===== src/rtl/buff_rd_ctrl.sv =====
// buff_rd_ctrl: host-side read port for the GEMM on-chip buffers.
// Decodes a byte address to IMEM/WMEM/OMEM, issues a one-cycle SRAM read,
// slices the 32-bit bank word and returns it through a small response FIFO.
module buff_rd_ctrl #(
  parameter int BUFF_ADDR_WIDTH = 14,
  parameter int BUFF_DATA_WIDTH = 32,
  parameter int IMEM_ADDR_WIDTH = 6,
  parameter int WMEM_ADDR_WIDTH = 6,
  parameter int OMEM_ADDR_WIDTH = 10,
  parameter int MEM_DATA_WIDTH  = 512,
  parameter int RSP_DEPTH       = 2
) (
  input  logic                       clk,
  input  logic                       rstn,
  input  logic                       rd_req_valid,
  output logic                       rd_req_ready,
  input  logic [BUFF_ADDR_WIDTH-1:0] rd_req_addr,
  output logic                       rd_rsp_valid,
  input  logic                       rd_rsp_ready,
  output logic [BUFF_DATA_WIDTH-1:0] rd_rsp_data,
  output logic                       rd_rsp_err,
  output logic                       imem_rd_en,
  output logic [IMEM_ADDR_WIDTH-1:0] imem_rd_addr,
  input  logic [MEM_DATA_WIDTH-1:0]  imem_rd_data,
  output logic                       wmem_rd_en,
  output logic [WMEM_ADDR_WIDTH-1:0] wmem_rd_addr,
  input  logic [MEM_DATA_WIDTH-1:0]  wmem_rd_data,
  output logic                       omem_rd_en,
  output logic [OMEM_ADDR_WIDTH-1:0] omem_rd_addr,
  input  logic [BUFF_DATA_WIDTH-1:0] omem_rd_data,
  output logic [15:0]                err_cnt
);

  localparam int BANK_W = $clog2(MEM_DATA_WIDTH / BUFF_DATA_WIDTH);
  localparam int PTR_W  = (RSP_DEPTH > 1) ? $clog2(RSP_DEPTH) : 1;
  localparam int CNT_W  = $clog2(RSP_DEPTH + 1);

  typedef enum logic [1:0] {
    SEL_IMEM = 2'd0,
    SEL_WMEM = 2'd1,
    SEL_OMEM = 2'd2,
    SEL_ERR  = 2'd3
  } sel_t;

  sel_t                       req_sel;
  logic [BANK_W-1:0]          req_bank;
  logic                       acc;
  logic                       pop;
  logic                       push;
  logic [CNT_W:0]             outstanding;

  logic                       infl_valid;
  sel_t                       infl_sel;
  logic [BANK_W-1:0]          infl_bank;

  logic [BUFF_DATA_WIDTH-1:0] push_data;
  logic                       push_err;

  logic [BUFF_DATA_WIDTH-1:0] fifo_data [RSP_DEPTH];
  logic                       fifo_err  [RSP_DEPTH];
  logic [PTR_W-1:0]           wr_ptr;
  logic [PTR_W-1:0]           rd_ptr;
  logic [CNT_W-1:0]           count;

  logic                       unused_addr_bits;

  // The two lowest address bits select a byte within the word and are not used.
  assign unused_addr_bits = &{1'b0, rd_req_addr[1:0]};

  assign req_sel  = sel_t'(rd_req_addr[BUFF_ADDR_WIDTH-1 -: 2]);
  assign req_bank = rd_req_addr[2 +: BANK_W];

  assign outstanding  = {1'b0, count} + (CNT_W + 1)'(infl_valid);
  assign rd_rsp_valid = (count != '0);
  assign pop          = rd_rsp_valid && rd_rsp_ready;
  assign rd_req_ready = (outstanding < (CNT_W + 1)'(RSP_DEPTH)) || pop;
  assign acc          = rd_req_valid && rd_req_ready;
  assign push         = infl_valid;

  assign rd_rsp_data = rd_rsp_valid ? fifo_data[rd_ptr] : '0;
  assign rd_rsp_err  = rd_rsp_valid ? fifo_err[rd_ptr] : 1'b0;

  // Decode the request into per-memory read strobes; at most one fires per accept.
  always_comb begin
    imem_rd_en   = acc && (req_sel == SEL_IMEM);
    wmem_rd_en   = acc && (req_sel == SEL_WMEM);
    omem_rd_en   = acc && (req_sel == SEL_OMEM);
    imem_rd_addr = rd_req_addr[2 + BANK_W +: IMEM_ADDR_WIDTH];
    wmem_rd_addr = rd_req_addr[2 + BANK_W +: WMEM_ADDR_WIDTH];
    omem_rd_addr = rd_req_addr[2 +: OMEM_ADDR_WIDTH];
  end

  // Remember which memory and bank the read went to, so the returning row can be sliced.
  always_ff @(posedge clk or negedge rstn) begin
    if (!rstn) begin
      infl_valid <= 1'b0;
      infl_sel   <= SEL_IMEM;
      infl_bank  <= '0;
    end else begin
      infl_valid <= acc;
      if (acc) begin
        infl_sel  <= req_sel;
        infl_bank <= req_bank;
      end
    end
  end

  // Pick the 32-bit word out of whatever the memory returned this cycle.
  always_comb begin
    push_data = '0;
    push_err  = 1'b0;
    case (infl_sel)
      SEL_IMEM: push_data = imem_rd_data[int'(infl_bank) * BUFF_DATA_WIDTH +: BUFF_DATA_WIDTH];
      SEL_WMEM: push_data = wmem_rd_data[int'(infl_bank) * BUFF_DATA_WIDTH +: BUFF_DATA_WIDTH];
      SEL_OMEM: push_data = omem_rd_data;
      default:  push_err  = 1'b1;
    endcase
  end

  // Response FIFO; occupancy never exceeds depth because acceptance is gated on it.
  always_ff @(posedge clk or negedge rstn) begin
    if (!rstn) begin
      wr_ptr <= '0;
      rd_ptr <= '0;
      count  <= '0;
      for (int i = 0; i < RSP_DEPTH; i++) begin
        fifo_data[i] <= '0;
        fifo_err[i]  <= 1'b0;
      end
    end else begin
      if (push) begin
        fifo_data[wr_ptr] <= push_data;
        fifo_err[wr_ptr]  <= push_err;
        wr_ptr <= (wr_ptr == PTR_W'(RSP_DEPTH - 1)) ? '0 : wr_ptr + 1'b1;
      end
      if (pop) begin
        rd_ptr <= (rd_ptr == PTR_W'(RSP_DEPTH - 1)) ? '0 : rd_ptr + 1'b1;
      end
      case ({push, pop})
        2'b10:   count <= count + 1'b1;
        2'b01:   count <= count - 1'b1;
        default: count <= count;
      endcase
    end
  end

  // Count consumed error responses, sticking at the maximum.
  always_ff @(posedge clk or negedge rstn) begin
    if (!rstn) begin
      err_cnt <= '0;
    end else if (pop && rd_rsp_err && (err_cnt != 16'hFFFF)) begin
      err_cnt <= err_cnt + 16'd1;
    end
  end

endmodule


===== config.mk =====
export PLATFORM = sky130hd
export DESIGN_NAME = buff_rd_ctrl
export DESIGN_NICKNAME = d
export VERILOG_FILES = /design/src/rtl/buff_rd_ctrl.sv
export SDC_FILE = /design/constraint.sdc
export NUM_CORES = 1
export LEC_CHECK = 0
export ABC_AREA = 1
export CORE_AREA = 5 5 440 442
export CTS_CLUSTER_DIAMETER = 80
export DETAILED_ROUTE_END_ITERATION = 10
export DIE_AREA = 0 0 445 447
export MAX_ROUTING_LAYER = met4
export PLACE_DENSITY_LB_ADDON = 0.3
export REMOVE_ABC_BUFFERS = 1
export SLEW_MARGIN = 30
export SYNTH_ARGS = -nofsm -noshare
export SYNTH_HDL_FRONTEND = slang
export SYNTH_SLANG_ARGS = --single-unit

===== constraint.sdc =====
create_clock -name clk -period 4.35 [get_ports clk]
set_clock_uncertainty 0.05 [all_clocks]
set_input_delay 0.87 -clock clk [delete_from_list [all_inputs] [get_ports clk]]
set_output_delay 0.87 -clock clk [all_outputs]
set_load 0.02 [all_outputs]

Word level (Yosys, flattened, before mapping)
Index checks and enable logic that the tools add are counted.
Widths: inputs -> output; s select.
{"block": "totals", "reg_bits": 93, "inputBits": 1074, "word_cells": 65}
{"block": "classes", "add_sub_neg": 6, "n_lt_le_gt_ge": 4, "eq_ne": 7, "shift": 2, "muxes": 19, "bitwise_logic": 2, "n_reduce_logical": 14}
{"operator": "$shiftx 512x10->32", "n": 2}
{"operator": "$mux 32", "n": 5}
{"operator": "$pmux 32 s3", "n": 1}
{"operator": "$bwmux 64", "n": 1}
{"operator": "$demux 32 s1", "n": 1}
{"operator": "$add 16x1->16 const B", "n": 1}
{"operator": "$ne 16x16->1 const B", "n": 1}
{"operator": "$logic_and 1x1->1", "n": 8}
{"operator": "$mux 1", "n": 8}
{"operator": "$eq 2x1->1 const B", "n": 3}
{"operator": "$eq 2x2->1 const B", "n": 3}
{"operator": "$ge 2x2->1 const B", "n": 2}
{"operator": "$logic_not 2->1", "n": 2}
{"operator": "$not 1->2", "n": 2}
{"operator": "$pmux 2 s2", "n": 1}
{"operator": "$reduce_bool 2->1", "n": 2}
{"operator": "$add 2x1->3", "n": 1}
{"operator": "$lt 3x2->1 const B", "n": 1}
{"operator": "$reduce_or 3->1", "n": 1}
{"operator": "$add 1x1->1 const B", "n": 2}
{"operator": "$add 2x1->2 const B", "n": 1}
{"operator": "$bwmux 2", "n": 1}
{"operator": "$lt 2x1->1 const B", "n": 1}
{"operator": "$sub 2x1->2 const B", "n": 1}
{"operator": "2 further kinds", "n": 2}

Depth between registers and ports, before layout
{"block": "depth", "depth_word": 7, "depth_mapped": 15, "mapped_depth_nobuf": 13}

Worst setup path before layout
No wires, ideal clock.
{"block": "synth_timing", "path_kind": "input-to-output", "startpoint": "in rd_rsp_ready", "endpoint": "out imem_rd_en", "arrival_ns": 1.786, "slack_ns": 1.644, "path_stages": 4, "path_cell_list": "inv_1 > o211ai_1 > nand2_1 > nor3_1"}
{"block": "synth_via", "elab_chain_len": 4}
{"element": "start, declared", "line_no": "19", "rtl": "input logic rd_rsp_ready,"}
{"element": "$logic_and 1x1->1", "line_no": "75", "rtl": "assign pop = rd_rsp_valid && rd_rsp_ready;"}
{"element": "$logic_or 1x1->1", "line_no": "76", "rtl": "assign rd_req_ready = (outstanding < (CNT_W + 1)'(RSP_DEPTH)) || pop;"}
{"element": "net rd_req_ready", "line_no": "16", "rtl": "output logic rd_req_ready,"}
{"element": "$logic_and 1x1->1", "line_no": "77", "rtl": "assign acc = rd_req_valid && rd_req_ready;"}
{"element": "$logic_and 1x1->1", "line_no": "85", "rtl": "imem_rd_en = acc && (req_sel == SEL_IMEM);"}
{"element": "end, declared", "line_no": "22", "rtl": "output logic imem_rd_en,"}
The timed path passes the listed nets, and every way through them passes these cells.

Final worst setup path
{"block": "layout_timing", "startpoint": "in rd_rsp_ready", "endpoint": "out wmem_rd_en"}
{"block": "layout_via", "elab_chain_len": 4}
{"element": "$logic_and 1x1->1", "line_no": "75"}
{"element": "$logic_or 1x1->1", "line_no": "76"}
{"element": "$logic_and 1x1->1", "line_no": "77"}
{"element": "$logic_and 1x1->1", "line_no": "86", "rtl": "wmem_rd_en = acc && (req_sel == SEL_WMEM);"}
{"element": "end, declared", "line_no": "25", "rtl": "output logic wmem_rd_en,"}
Every way passes these cells.

==> run metrics <==
status finished, final reports clean; RSZ-0062 raised after global routing no; htree depth 3; Die Y 447 um; CP peak stage delay 0.76 ns; Syn Area/Cell 5.14 sq um; slowest cell on the critical path clkdlybuf4s50_1; width of the die 445 um; kind of cell adding the most delay to the critical path buffers and inverters; sequential area share after synthesis 15.2%; top post-synthesis cells by area nand3_1 (42%), nand2_1 (28%), dfrtp_1 (15%), buf_2 (4.5%), clkbuf_1 (2.3%); setup_tns 0 ns; post-synthesis xor/xnor area fraction 0.971%; WL final 180000 um; Worst Path Arrival 2.99 ns; min Tclk post-route 3.91 ns; post-DR vias/cell 4.03; first-pass GRT wire length 233000 um; CTS tree built; Pre-antenna DRT Iters 6; critical path class input pin to output port; Period Utilization, post-route 89.9%; Synth-to-Final Area Change 92.0%; EDFF count, synth 0; Fin Hold WS 0.433 ns; Final Hold Viols 0; crit path capture type output port; Resized cells post-CTS 0; drt wl/cell 28.0 um; Synth async-reset ratio 100%; Setup-failing EPs final 0; DRC Markers 0; Yosys Warn Count 0; ANT nets after route 0; Slew HR 27.0%; worst-path cell chain clkdlybuf4s50_1, inv_1, o211ai_1, nand2_1, inv_1, nand2_1, nor2_1, clkdlybuf4s50_1; # Post-CTS Setup Buffers 0; clk slew on worst S/H paths 0.07 ns; Site Rows 160; fmax 0.256 GHz; post-synthesis share of cell area spent on and, or, nand and nor gates 71.2%; GRT overflow 0; largest family of logic cells by synthesized area simple AND/OR/NAND/NOR gates; max-cap viol count 0; synth unique cells 30; Initial Utilization 8.11%; GRT Overall Usage 17.6%; post-synth top area cell nand3_1; Yosys top cell area share 41.6%; worst min path class register to register; clock buffers created by TritonCTS 9; CP Buf/Inv Count 4; Power Density 463 nW/um^2; NumNets Final 4950; clock sink count 93; worst skew pair latency 0.39 ns; via count 26000; maximum vdd drop 0.000258 V; Synth Register Bits 93; critical-path maximum fanout 12; number of global-route vias before repair 25500; Final HPWL DP 148000 um; gp weighted congestion 0.917; leak pwr 11.9 nW; largest net degree at the start of global routing 163; core area 189000 sq um; 1st-iter DRT viols 2584; Buffers on Ports 1123; Inst Count DP 6374; layout filler cell count 22100; clock root buffer clkbuf_16; I/O Pins 1150; Cells after Synth 2982; Layout Cells excl Fill 6438; CP Launch Type input pin; initial antenna violation count 100; share of cells above drive strength 1 2.91%; compound-gate portion of the synthesized area 1.59%; Syn Std Cell Area 15300 sq um; fin util 15.6%; post-synthesis mux area share 0%; Longest Clk Path Bufs 2; Post-Synth Adder-Cell Area 0.163%; die area 199000 sq um; Least-Margin Pin Slew 1.09 ns; Required @ worst endpoint 3.43 ns; # hold bufs at CTS 0; ys flop type dfrtp_1; Max Slew Vio Count 0
==> per-layer routing <==
layer | global-route usage, % | share of wire, % | vias to the layer above
li1 | - | - | 11800
met1 | 21.9 | 42 | 12700
met2 | 30.5 | 51 | 1259
met3 | 2.53 | 5.7 | 154
met4 | 3.43 | 1.6 | 0
met5 | - | 0 | -
==> power breakdown <==
group | internal (mW) | switching (mW)
Sequential | 1.23 | 0.340
Clock | 0.422 | 0.436
Combinational | 3.61 | 7.61
==> worst paths after layout <==
path	startpoint	end	slack (ns)	cells after the start
min	fifo_data[47]	fifo_data[47]	0.43	2
max in group asynchronous	rstn	fifo_data[35]	2.79	2
min in group asynchronous	rstn	err_cnt[2]	0.50	1
min reg2reg	fifo_data[47]	fifo_data[47]	0.43	2
max	rd_rsp_ready	wmem_rd_en	0.44	8
max reg2reg	infl_sel[1]	fifo_data[0]	1.21	15
==> sequential cells by signal, indices dropped and copies added (netlist names) <==
| register | count |
|---|---|
| rd_ptr | 1 |
| infl_sel | 2 |
| fifo_err | 2 |
| err_cnt | 16 |
| fifo_data | 64 |
| wr_ptr | 1 |
| infl_bank | 4 |
| infl_valid | 1 |
| count | 2 |
==> Yosys cell counts, types with 6 or more instances <==
cell type and number:
clkbuf_1 95, nor2_1 15, o21ai_0 9, nand3_1 1275, buf_4 35, inv_1 42, buf_2 139, xor2_1 14
dfrtp_1 93, nor3_1 6, buf_1 36, a21oi_1 33, nand2_1 1151
==> worst register-to-register path: stages (launching register included) <==
cell and delay, ns:
dfrtp_1 0.44, inv_8 0.37, nand2_8 0.14, inv_8 0.33, buf_12 0.32, buf_12 0.33, nand2_1 0.14, nand3_1 0.08
nand3_1 0.16, nand3_1 0.12, nand2_1 0.08, nand2_1 0.06, nand3_1 0.16, nand2_1 0.16, nand2_1 0.07, nand2_1 0.09
==> final cells by class <==
class | instances | area [sq um] | area share, %
multi-input combinational | 2531 | 11400 | 38.6
timing repair buffer | 1190 | 12000 | 40.6
inverter | 49 | 218 | 0.740
clock buffer | 10 | 239 | 0.812
clock inverter | 6 | 66.3 | 0.225
tap | 2511 | 3140 | 10.7
sequential | 93 | 2350 | 7.97
antenna | 48 | 120 | 0.408
==> cell families (layout without fill, tap and decap cells) <==
kind of cell / Yosys count / in the layout
compound gates: 48 / 48
xor+xnor: 17 / 17
fa+ha+maj: 2 / 2
buf+inv: 358 / 1255
flops: 93 / 93
other cells: 0 / 48
simple gates: 2464 / 2464
==> layout by cell type (no fill, tap or decap) <==
cell	n
inv_2	6
nand4_1	4
dfrtp_1	87
inv_4	1
nand3_1	1275
clkdlybuf4s50_1	1119
nand2_1	1150
o21ai_0	9
nor2_4	2
nor4_2	1
nor3_1	6
clkbuf_16	9
nor2_1	14
or2_0	1
clkinv_2	1
o21ai_1	4
clkinv_8	1
clkbuf_8	1
buf_16	1
clkinvlp_4	1
dfrtp_2	1
nand3b_1	5
nand2_8	1
dfrtp_4	5
or2_2	2
a21oi_1	33
buf_12	16
nand2_2	2
o211ai_1	1
ha_1	2
inv_8	7
xnor2_1	3
nor2b_1	1
xor2_1	14
inv_1	37
buf_4	54
a31oi_1	1
clkinv_4	1
diode_2	48
==> per-stage QoR <==
| step | worst slack, ns | area [sq um] | total power [mW] |
|---|---|---|---|
| floorplan | -9.30 | 13800 | 7.35 |
| global placement | 0.454 | 29000 | 13.0 |
| detailed placement | 0.418 | 29000 | 13.0 |
| CTS | 0.411 | 29300 | 13.9 |
| global route | 0.215 | 29400 | 14.7 |
| finish | 0.438 | 29400 | 13.6 |
Power figures use the tool's default switching activity.
